## src/rtl/muldiv_pkg.sv

```systemverilog
// Shared encodings for the HI/LO multiply/divide unit.
// Pure definitions; no logic, latency or flow control here.
package muldiv_pkg;

  localparam int DATA_W_DEFAULT = 32;

  localparam logic [1:0] OP_MULTU = 2'b00;
  localparam logic [1:0] OP_MULT  = 2'b01;
  localparam logic [1:0] OP_DIVU  = 2'b10;
  localparam logic [1:0] OP_DIV   = 2'b11;

  typedef enum logic [1:0] {
    IDLE = 2'd0,
    RUN  = 2'd1,
    FIX  = 2'd2,
    DONE = 2'd3
  } state_t;

endpackage

```

## src/rtl/muldiv_step.sv

```systemverilog
// One iteration of the magnitude datapath: shift-add multiply or restoring divide.
// Combinational, zero latency; no flow control.
module muldiv_step #(
  parameter int DATA_W = 32
) (
  input  logic                  is_div,
  input  logic [2*DATA_W-1:0]   acc,
  input  logic [DATA_W-1:0]     operand,
  input  logic                  in_bit,
  output logic [2*DATA_W-1:0]   acc_next,
  output logic                  q_bit
);

  logic [DATA_W:0]   rem_sh;
  logic [DATA_W-1:0] diff;

  // Divide keeps {remainder, quotient}; the next dividend bit enters the remainder LSB.
  assign rem_sh = {acc[2*DATA_W-1:DATA_W], in_bit};
  assign diff   = rem_sh[DATA_W-1:0] - operand;

  always_comb begin
    q_bit    = 1'b0;
    acc_next = '0;
    if (is_div) begin
      q_bit    = (rem_sh >= {1'b0, operand});
      acc_next = {(q_bit ? diff : rem_sh[DATA_W-1:0]), acc[DATA_W-2:0], 1'b0};
    end else begin
      acc_next = {acc[2*DATA_W-2:0], 1'b0}
               + (in_bit ? {{DATA_W{1'b0}}, operand} : {(2*DATA_W){1'b0}});
    end
  end

endmodule

```

## src/rtl/hilo_muldiv_unit.sv

```systemverilog
// Iterative MULT/MULTU/DIV/DIVU unit producing HI/LO; done pulses DATA_W+2 cycles after start.
// No backpressure: start is honoured only in IDLE, busy stalls the pipeline, flush aborts.
module hilo_muldiv_unit
  import muldiv_pkg::*;
#(
  parameter int DATA_W = DATA_W_DEFAULT
) (
  input  logic              clk,
  input  logic              rst,
  input  logic              start,
  input  logic [1:0]        op,
  input  logic [DATA_W-1:0] a,
  input  logic [DATA_W-1:0] b,
  input  logic              flush,
  output logic              busy,
  output logic              done,
  output logic [DATA_W-1:0] hi,
  output logic [DATA_W-1:0] lo
);

  localparam int CNT_W = $clog2(DATA_W);
  localparam logic [CNT_W-1:0] LAST = CNT_W'(DATA_W - 1);

  state_t              state_q, state_d;
  logic [1:0]          op_q;
  logic                sign_a_q, sign_b_q;
  logic [DATA_W-1:0]   opa_q, opb_q;
  logic [2*DATA_W-1:0] acc_q, acc_step, acc_d;
  logic [CNT_W-1:0]    cnt_q;
  logic [DATA_W-1:0]   hi_q, lo_q;
  logic                q_bit;

  logic                neg_a, neg_b, diff_sign;
  logic [2*DATA_W-1:0] prod;
  logic [DATA_W-1:0]   quo, rem, hi_fix, lo_fix;

  assign neg_a = op[0] & a[DATA_W-1];
  assign neg_b = op[0] & b[DATA_W-1];

  // opa_q shifts left each RUN cycle, feeding multiplier / dividend bits MSB first.
  muldiv_step #(.DATA_W(DATA_W)) u_step (
    .is_div   (op_q[1]),
    .acc      (acc_q),
    .operand  (opb_q),
    .in_bit   (opa_q[DATA_W-1]),
    .acc_next (acc_step),
    .q_bit    (q_bit)
  );

  // The step leaves the LSB free on divide; the quotient bit lands there.
  assign acc_d = acc_step | {{(2*DATA_W-1){1'b0}}, q_bit};

  always_comb begin
    state_d = state_q;
    case (state_q)
      IDLE: if (start && !flush) state_d = RUN;
      RUN: begin
        if (flush)              state_d = IDLE;
        else if (cnt_q == LAST) state_d = FIX;
      end
      FIX:     state_d = flush ? IDLE : DONE;
      DONE:    state_d = IDLE;
      default: state_d = IDLE;
    endcase
  end

  // Sign fixup; sign bits are only ever latched for signed ops.
  always_comb begin
    diff_sign = sign_a_q ^ sign_b_q;
    prod      = diff_sign ? -acc_q : acc_q;
    quo       = acc_q[DATA_W-1:0];
    rem       = acc_q[2*DATA_W-1:DATA_W];
    hi_fix    = prod[2*DATA_W-1:DATA_W];
    lo_fix    = prod[DATA_W-1:0];
    if (op_q[1]) begin
      hi_fix = sign_a_q ? -rem : rem;
      lo_fix = (opb_q == '0) ? '1 : (diff_sign ? -quo : quo);
    end
  end

  always_ff @(posedge clk or posedge rst) begin
    if (rst) begin
      state_q  <= IDLE;
      op_q     <= '0;
      sign_a_q <= 1'b0;
      sign_b_q <= 1'b0;
      opa_q    <= '0;
      opb_q    <= '0;
      acc_q    <= '0;
      cnt_q    <= '0;
      hi_q     <= '0;
      lo_q     <= '0;
    end else begin
      state_q <= state_d;
      case (state_q)
        IDLE: begin
          if (start && !flush) begin
            op_q     <= op;
            sign_a_q <= neg_a;
            sign_b_q <= neg_b;
            opa_q    <= neg_a ? -a : a;
            opb_q    <= neg_b ? -b : b;
            acc_q    <= '0;
            cnt_q    <= '0;
          end
        end
        RUN: begin
          acc_q <= acc_d;
          opa_q <= opa_q << 1;
          cnt_q <= cnt_q + 1'b1;
        end
        FIX: begin
          if (!flush) begin
            hi_q <= hi_fix;
            lo_q <= lo_fix;
          end
        end
        default: ;
      endcase
    end
  end

  assign busy = (state_q == RUN) || (state_q == FIX);
  assign done = (state_q == DONE);
  assign hi   = hi_q;
  assign lo   = lo_q;

endmodule

```

## config.mk

```make
export PLATFORM = sky130hd
export DESIGN_NAME = hilo_muldiv_unit
export DESIGN_NICKNAME = d
export VERILOG_FILES = /design/src/rtl/muldiv_pkg.sv /design/src/rtl/muldiv_step.sv /design/src/rtl/hilo_muldiv_unit.sv
export SDC_FILE = /design/constraint.sdc
export NUM_CORES = 1
export LEC_CHECK = 0
export BUFFER_PORTS_ARGS = -buffer_cell sky130_fd_sc_hd__buf_2
export CAP_MARGIN = 15
export CORE_MARGIN = 3
export CORE_UTILIZATION = 53
export DETAILED_ROUTE_END_ITERATION = 10
export PLACE_DENSITY = 0.79
export SLEW_MARGIN = 20
export SYNTH_ARGS = -nofsm -noshare
export SYNTH_HDL_FRONTEND = slang
export SYNTH_HIERARCHICAL = 1
export SYNTH_SLANG_ARGS = --single-unit
```

## constraint.sdc

```tcl
create_clock -name clk -period 11.5 [get_ports clk]
set_clock_uncertainty 0.15 [all_clocks]
set_input_delay 1.725 -clock clk [delete_from_list [all_inputs] [get_ports clk]]
set_output_delay 1.725 -clock clk [all_outputs]
set_load 0.005 [all_outputs]
```

==> metrics.txt, run 1 <==
DPL Wire Length 38700 um; post-synthesis cell type count 90; DRC viols 0; asr flop ratio synth 1.00; Hold Fails Final Rpt 0; # rows 63; clk_lat worst skew 540 ps; setup_tns 0 ps; Seq cells post-synth 202; vias per inst 6.36; final wirelength 51400 um; HP Class flip-flop to flip-flop; DIE AREA 33100 um^2; WP data arrival 4970 ps; I/O pin total 136; Routed WL per cell 20.2 um; Die Span Y 182 um; total global-route track usage 0.299; Final ANT Viol Nets 0; max_cap viols 0; EDFF count, synth 0; Slew headroom 0.338; Seq/Total Area, Yosys 0.308; final setup vio count 0; CTS H-tree depth 1; via count 16200; critical path fanouts, max 31; first-pass GRT wire length 81900 um; M3 GR Usage 0.0442; VDD IR max 0.185 mV; Hold Buf Count CTS 0; Avg Inst Size Synth 7.94 um^2; critical path capture point type flip-flop; mapped cell area 16400 um^2; starting density of the core 0.546; Area Growth Syn to Fin 10.6%; Post-Syn Instances 2070; grt met1 use 0.438; CTS tree done; Synth Flop Type dfrtp_1; antenna violations before repair 1; CTS resizes 0; core area 30100 um^2; final design utilization 0.603; Pre-Repair DR Iteration Count 5; root buf cell clkbuf_16; Die Wd 182 um; Leak Pwr 7.86 nW; share of cells above drive strength 1 0.112; status finished clean; Port Buf Inserts 135; vias in the first global route 14900; fin. max-slew vios 0; Tightest Pin Transition 984 ps; Worst Path Required 11760 ps; clock-pin slew of the registers on the worst-case setup and hold paths 70 ps; clk buf depth 3; routability cong. 1.02; fin nets 2282; fmax 212 MHz; Filler Cells Inserted 2718; diodes inserted 0; GRT overflow 0; worst setup path category flip-flop to flip-flop; Tmin final 4710 ps; RSZ-0062 raised after global routing no; TritonCTS buffer count 24; syn nets 2217; PwrDens 317 nW/um^2; final hold slack 321 ps; grt peak-use layer met2; critical path launch point type flip-flop; Post-CTS Setup Bufs 0; Clock Sinks 202; Synth Warn # 6; ratio of final minimum period to clock period 0.410; met2 usage 0.458; largest net degree at the start of global routing 106; Iteration-0 DRC Markers 1681
==> cells in the final DEF (no fill, tap or decap), drive strengths merged, types with 11 or more instances in the layout <==
| cell | count |
|---|---|
| a211oi | 11 |
| a21o | 23 |
| a21oi | 163 |
| a22o | 61 |
| a31oi | 16 |
| and2 | 16 |
| and3 | 24 |
| buf | 152 |
| clkbuf | 30 |
| dfrtp | 202 |
| ha | 75 |
| inv | 77 |
| mux2i | 26 |
| nand2 | 248 |
| nand3 | 51 |
| nand4 | 38 |
| nor2 | 184 |
| nor3 | 38 |
| nor4 | 47 |
| o211ai | 17 |
| o21a | 12 |
| o21ai | 218 |
| o21bai | 11 |
| o22ai | 11 |
| o31ai | 27 |
| o41ai | 13 |
| or3 | 24 |
| or4 | 29 |
| xnor2 | 100 |
| xor2 | 88 |
==> final cells by class <==
type / count / area (um^2) / area share
multi-input combinational: 1678 / 10600 / 0.586
tap: 390 / 488 / 0.0269
clock buffer: 30 / 663 / 0.0365
inverter: 77 / 297 / 0.0163
sequential: 202 / 5060 / 0.278
clock inverter: 12 / 199 / 0.0110
timing repair buffer: 152 / 816 / 0.0449
==> layer usage <==
layer	share of wire	wire length, um	up-vias
met2	0.43	22100	726
met5	0.00025	13	-
met1	0.45	23200	7617
met4	0.037	1890	2
li1	-	-	7676
met3	0.083	4280	130
==> synthesized netlist by cell type, drive strengths merged (5+ instances only) <==
cell       n  area share
and4       5      0.0027
o41ai     13      0.0085
a211o      5      0.0027
o31ai     27       0.013
a2111oi    7      0.0041
nand4     38       0.015
nand3     51       0.016
a31oi     16      0.0061
ha        75       0.057
a211oi    11      0.0053
nand2    248       0.057
or3       24      0.0099
dfrtp    202        0.31
or4       29       0.014
nand2b     6      0.0023
clkbuf    92       0.022
o22ai     11      0.0042
nor2b      9      0.0036
and3      24      0.0094
a21o      23       0.011
inv       77       0.018
nor4      47       0.019
nor3      38       0.012
o21a      12      0.0055
buf       20      0.0065
o21bai    11      0.0050
xnor2    100       0.053
o21ai    218       0.066
nor2     184       0.042
o31a       8      0.0043
o211ai    17      0.0078
mux2i     26       0.016
nor3b      6      0.0027
and2      16      0.0064
xor2      88       0.047
a21boi     5      0.0023
a21oi    163       0.050
o221ai     5      0.0030
a22o      61       0.033
==> worst paths after layout <==
check	start	end	cells after the start	slack (ps)
max in group asynchronous	rst	op_q[1]	3	8800
setup reg to reg	opa_q[31]	acc_q[62]	14	6790
hold / removal	hi[4]	hi[4]	2	320
hold reg to reg	hi[4]	hi[4]	2	320
min in group asynchronous	rst	opb_q[11]	2	1130
setup / recovery	opa_q[31]	acc_q[62]	14	6790
==> cells by family (layout without fill, tap and decap cells) <==
| logic type | count (synthesis) | count (layout) | share of synthesized area |
|---|---|---|---|
| flops | 202 | 202 | 0.308 |
| xor+xnor | 188 | 188 | 0.100 |
| fa+ha+maj | 77 | 77 | 0.0596 |
| buf+inv | 190 | 271 | 0.0471 |
| compound gates | 642 | 642 | 0.248 |
| simple gates | 742 | 742 | 0.220 |
| mux | 29 | 29 | 0.0179 |
==> critical path, stage by stage (launching register included) <==
cell and delay [ps]:
dfrtp_1 420, inv_1 630, ha_1 300, inv_1 60, fa_1 420, a211oi_1 280, o21bai_1 160, a221oi_1 600
o21ai_0 280, a21oi_1 370, o31ai_1 150, o31ai_1 230, o211ai_1 120, a21boi_0 170, a22o_1 240
==> registers in the layout, summed over array words and instances (netlist names) <==
register,count
acc_q,64
cnt_q,5
hi,32
lo,32
op_q,1
opa_q,32
opb_q,32
sign_a_q,1
sign_b_q,1
state_q,2
==> where the power goes <==
part | leakage [nW] | switching, W | internal [W] | total (W)
combinational | 4.89 | 0.00213 | 0.00134 | 0.00347
sequential | 2.55 | 0.000425 | 0.00101 | 0.00144
clock | 0.424 | 0.000320 | 0.000519 | 0.000839
total | 7.86 | 0.00288 | 0.00287 | 0.00575
==> metrics by stage <==
step	instance area [um^2]	instances	setup WS, ps	power, W
6_report	18200	2541	6790	0.00575
5_1_grt	18200	2541	6410	0.00619
4_1_cts	18100	2540	6760	0.00568
3_5_place_dp	17300	2498	6800	0.00482
3_3_place_gp	17300	2498	6940	0.00475
2_1_floorplan	16400	2070	4110	0.00384
No activity file was read; power rests on OpenSTA's default activity.
==> inputs of run 2 (changes only) <==
--- a/config.mk
+++ b/config.mk
@@ -5,12 +5,13 @@
 export SDC_FILE = /design/constraint.sdc
 export NUM_CORES = 1
 export LEC_CHECK = 0
+export ABC_AREA = 1
 export BUFFER_PORTS_ARGS = -buffer_cell sky130_fd_sc_hd__buf_2
 export CAP_MARGIN = 15
 export CORE_MARGIN = 3
 export CORE_UTILIZATION = 53
 export DETAILED_ROUTE_END_ITERATION = 10
-export PLACE_DENSITY = 0.79
+export PLACE_DENSITY = 0.78
 export SLEW_MARGIN = 20
 export SYNTH_ARGS = -nofsm -noshare
 export SYNTH_HDL_FRONTEND = slang
==> constraint.sdc (replaced) <==
create_clock -name clk -period 4.8 [get_ports clk]
set_clock_uncertainty 0.15 [all_clocks]
set_input_delay 0.72 -clock clk [delete_from_list [all_inputs] [get_ports clk]]
set_output_delay 0.72 -clock clk [all_outputs]
set_load 0.005 [all_outputs]
==> metrics.txt, run 2 <==
status finished clean; Pwr Total 0.0169 W (+190%); Area Growth Syn to Fin 10.2%; CTS H-tree depth 1 (unchanged); final setup vio count 0 (unchanged); Register Area 5060 um^2 (about the same); area of the multi-input gates 12600 um^2 (+18%); non-filler cells, final 4147 (+63%); Die Span Y 201 um (+10%); post-synthesis cell type count 49 (-46%); antenna violations before repair 2 (+1); starting density of the core 0.543 (-0.00300); Slew headroom 0.344 (+0.00568); asr flop ratio synth 1.00 (unchanged); Synth top area share 0.252 (-0.0556); first-pass GRT wire length 124000 um (+52%); fmax 284 MHz (+34%); Final ANT Viol Nets 0 (unchanged); worst setup path category flip-flop to flip-flop; Die Wd 201 um (+10%); Hold Fails Final Rpt 0 (unchanged); Synth Warn # 6 (unchanged); Seq/Total Area, Yosys 0.252 (-0.0556); total global-route track usage 0.391 (+0.0916); fin nets 3769 (+65%); vias per inst 5.66 (-11%); setup slack after layout 1280 ps (-5510 ps); Port Buf Inserts 135 (unchanged); final wirelength 81000 um (+58%); core area 37000 um^2 (+23%); critical path capture point type flip-flop; clk buf depth 3 (unchanged); Biggest register acc_q; Hold Buf Count CTS 0 (unchanged); mapped cell area 20100 um^2 (+22%); largest cells by area after synthesis dfrtp_1 25%, nand2_1 23%, nand3_1 11%; TritonCTS buffer count 24 (unchanged); critical path fanouts, max 32 (+3.2%); Yosys top cell by area dfrtp_1; # rows 70 (+11%); Routed WL per cell 19.5 um (-3.5%); DPL Wire Length 64500 um (+66%); Post-CTS Setup Bufs 0 (unchanged); CTS tree done; clk_lat worst skew 550 ps (about the same); DRC viols 0 (unchanged); most common cell after layout, fill and taps aside nand2_1; pre-CTS setup slack 1100 ps (-5710 ps); RSZ-0062 raised after global routing no; Synth Flop Type dfrtp_1; share of cells above drive strength 1 0.0706 (-0.0414); clock-pin slew of the registers on the worst-case setup and hold paths 60 ps (about the same); Filler Cells Inserted 3831 (+41%); Avg Inst Size Synth 5.69 um^2 (-28%); commonest cells after routing, fill and taps aside 1255 x nand2_1, 522 x inv_1, 433 x nand3_1; critical path launch point type flip-flop; Tmin final 3520 ps (-1190 ps); Leak Pwr 12.1 nW (+54%); setup_tns 0 ps (unchanged); most common cell in the netlist nand2_1; R2R setup slack 1280 ps (-5510 ps); root buf cell clkbuf_16; DIE AREA 40200 um^2 (+21%); final design utilization 0.598 (-0.00553); ratio of final minimum period to clock period 0.734 (+0.324); Worst Path Required 5100 ps (-6660 ps); synth cell count leaders 1255 x nand2_1, 523 x inv_1, 433 x nand3_1, 395 x nor2_1, 202 x dfrtp_1; largest net degree at the start of global routing 124 (+17%); Iteration-0 DRC Markers 2729 (+62%); max reg flops 64 (unchanged); Seq cells post-synth 202 (unchanged); HP Class input pin to asynchronous set/reset pin; max_cap viols 0 (unchanged); dpl cells 4100 (+64%); EDFF count, synth 0 (unchanged); WP data arrival 3820 ps (-1150 ps); vias in the first global route 21500 (+44%); routability cong. 1.06 (+4.2%); Pre-Repair DR Iteration Count 8 (+3); fin. max-slew vios 0 (unchanged); Clock Sinks 202 (unchanged); VDD IR max 0.473 mV (+160%); Post-Syn Instances 3527 (+70%); syn nets 3674 (+66%); PwrDens 764 nW/um^2 (+140%); CTS resizes 0 (unchanged); GRT overflow 0 (unchanged); via count 23500 (+45%); I/O pin total 136 (unchanged); Tightest Pin Transition 983 ps (-0.876 ps)
[run 2: cell count changes in the layout (fill, tap and decap cells not counted), moves of 26 or more]
cell     change
nand2_1   +1007
inv_1      +446
nand3_1    +382
nor2_1     +211
xnor2_1     -66
a22o_1      -59
xor2_1      -59
a21oi_1     -53
nor4_1      -36
mux2i_1     -26
or4_1       -26
[run 2: worst paths after layout]
check,startpoint,end,cells past startpoint
min in group clk,op[1],op_q[1],3
min,rst,hi[5],2
max reg2reg,acc_q[50],acc_q[50],16
max in group asynchronous,rst,opa_q[31],3
min reg2reg,hi[12],hi[12],2
max,acc_q[50],acc_q[50],16
[run 2: layer usage]
layer  vias up  global-route usage  share of wire
li1      11300                   -              -
met2      1322               0.601           0.43
met5         -                   0              0
met3       257              0.0775           0.11
met1     10600               0.528           0.41
met4         0               0.191          0.057
[run 2: kinds of logic (layout without fill, tap and decap cells)]
kind of cell | after synthesis | after routing | share of synthesized area
adder cells (fa/ha/maj) | 77 | 77 | 0.0488
AND/OR/NAND/NOR | 2196 | 2196 | 0.454
flip-flops | 202 | 202 | 0.252
AO/OA/AOI/OAI | 362 | 362 | 0.0970
buffers and inverters | 627 | 739 | 0.120
XOR/XNOR | 63 | 63 | 0.0275
other | 0 | 4 | 0
[run 2: power breakdown]
group	internal (W)	switching, W
clock network	0.00119	0.000787
registers	0.00248	0.00126
logic	0.00347	0.00770
total	0.00714	0.00975
[run 2: stage by stage]
step / hold WS [ps] / instance area, um^2
global route: 125 / 22100
finish: 94.0 / 22100
floorplan: 294 / 20100
CTS: 98.7 / 22100
global placement: 308 / 21200
detailed placement: 311 / 21200
[run 2: area by class of cell]
type                            count  share of cell area
Antenna cell                        4            0.000453
Clock buffer                       34              0.0339
Clock inverter                      9             0.00487
Inverter                          530              0.0902
Multi-Input combinational cell   2698               0.571
Sequential cell                   202               0.229
Tap cell                          504              0.0285
Timing Repair Buffer              166              0.0422
[run 2: worst max-delay path, cell delays in order, from the launching register on]
cell	delay, ps
dfrtp_1	760
ha_1	410
nand2_1	160
inv_1	50
nand2_1	60
nand2_1	90
nand2_1	80
nand2_1	70
nand2_1	90
nand3_2	110
nor2_8	440
nand2_8	260
nand2_1	190
nand3_1	80
nand2_1	190
nand3_1	100
o21ai_0	110
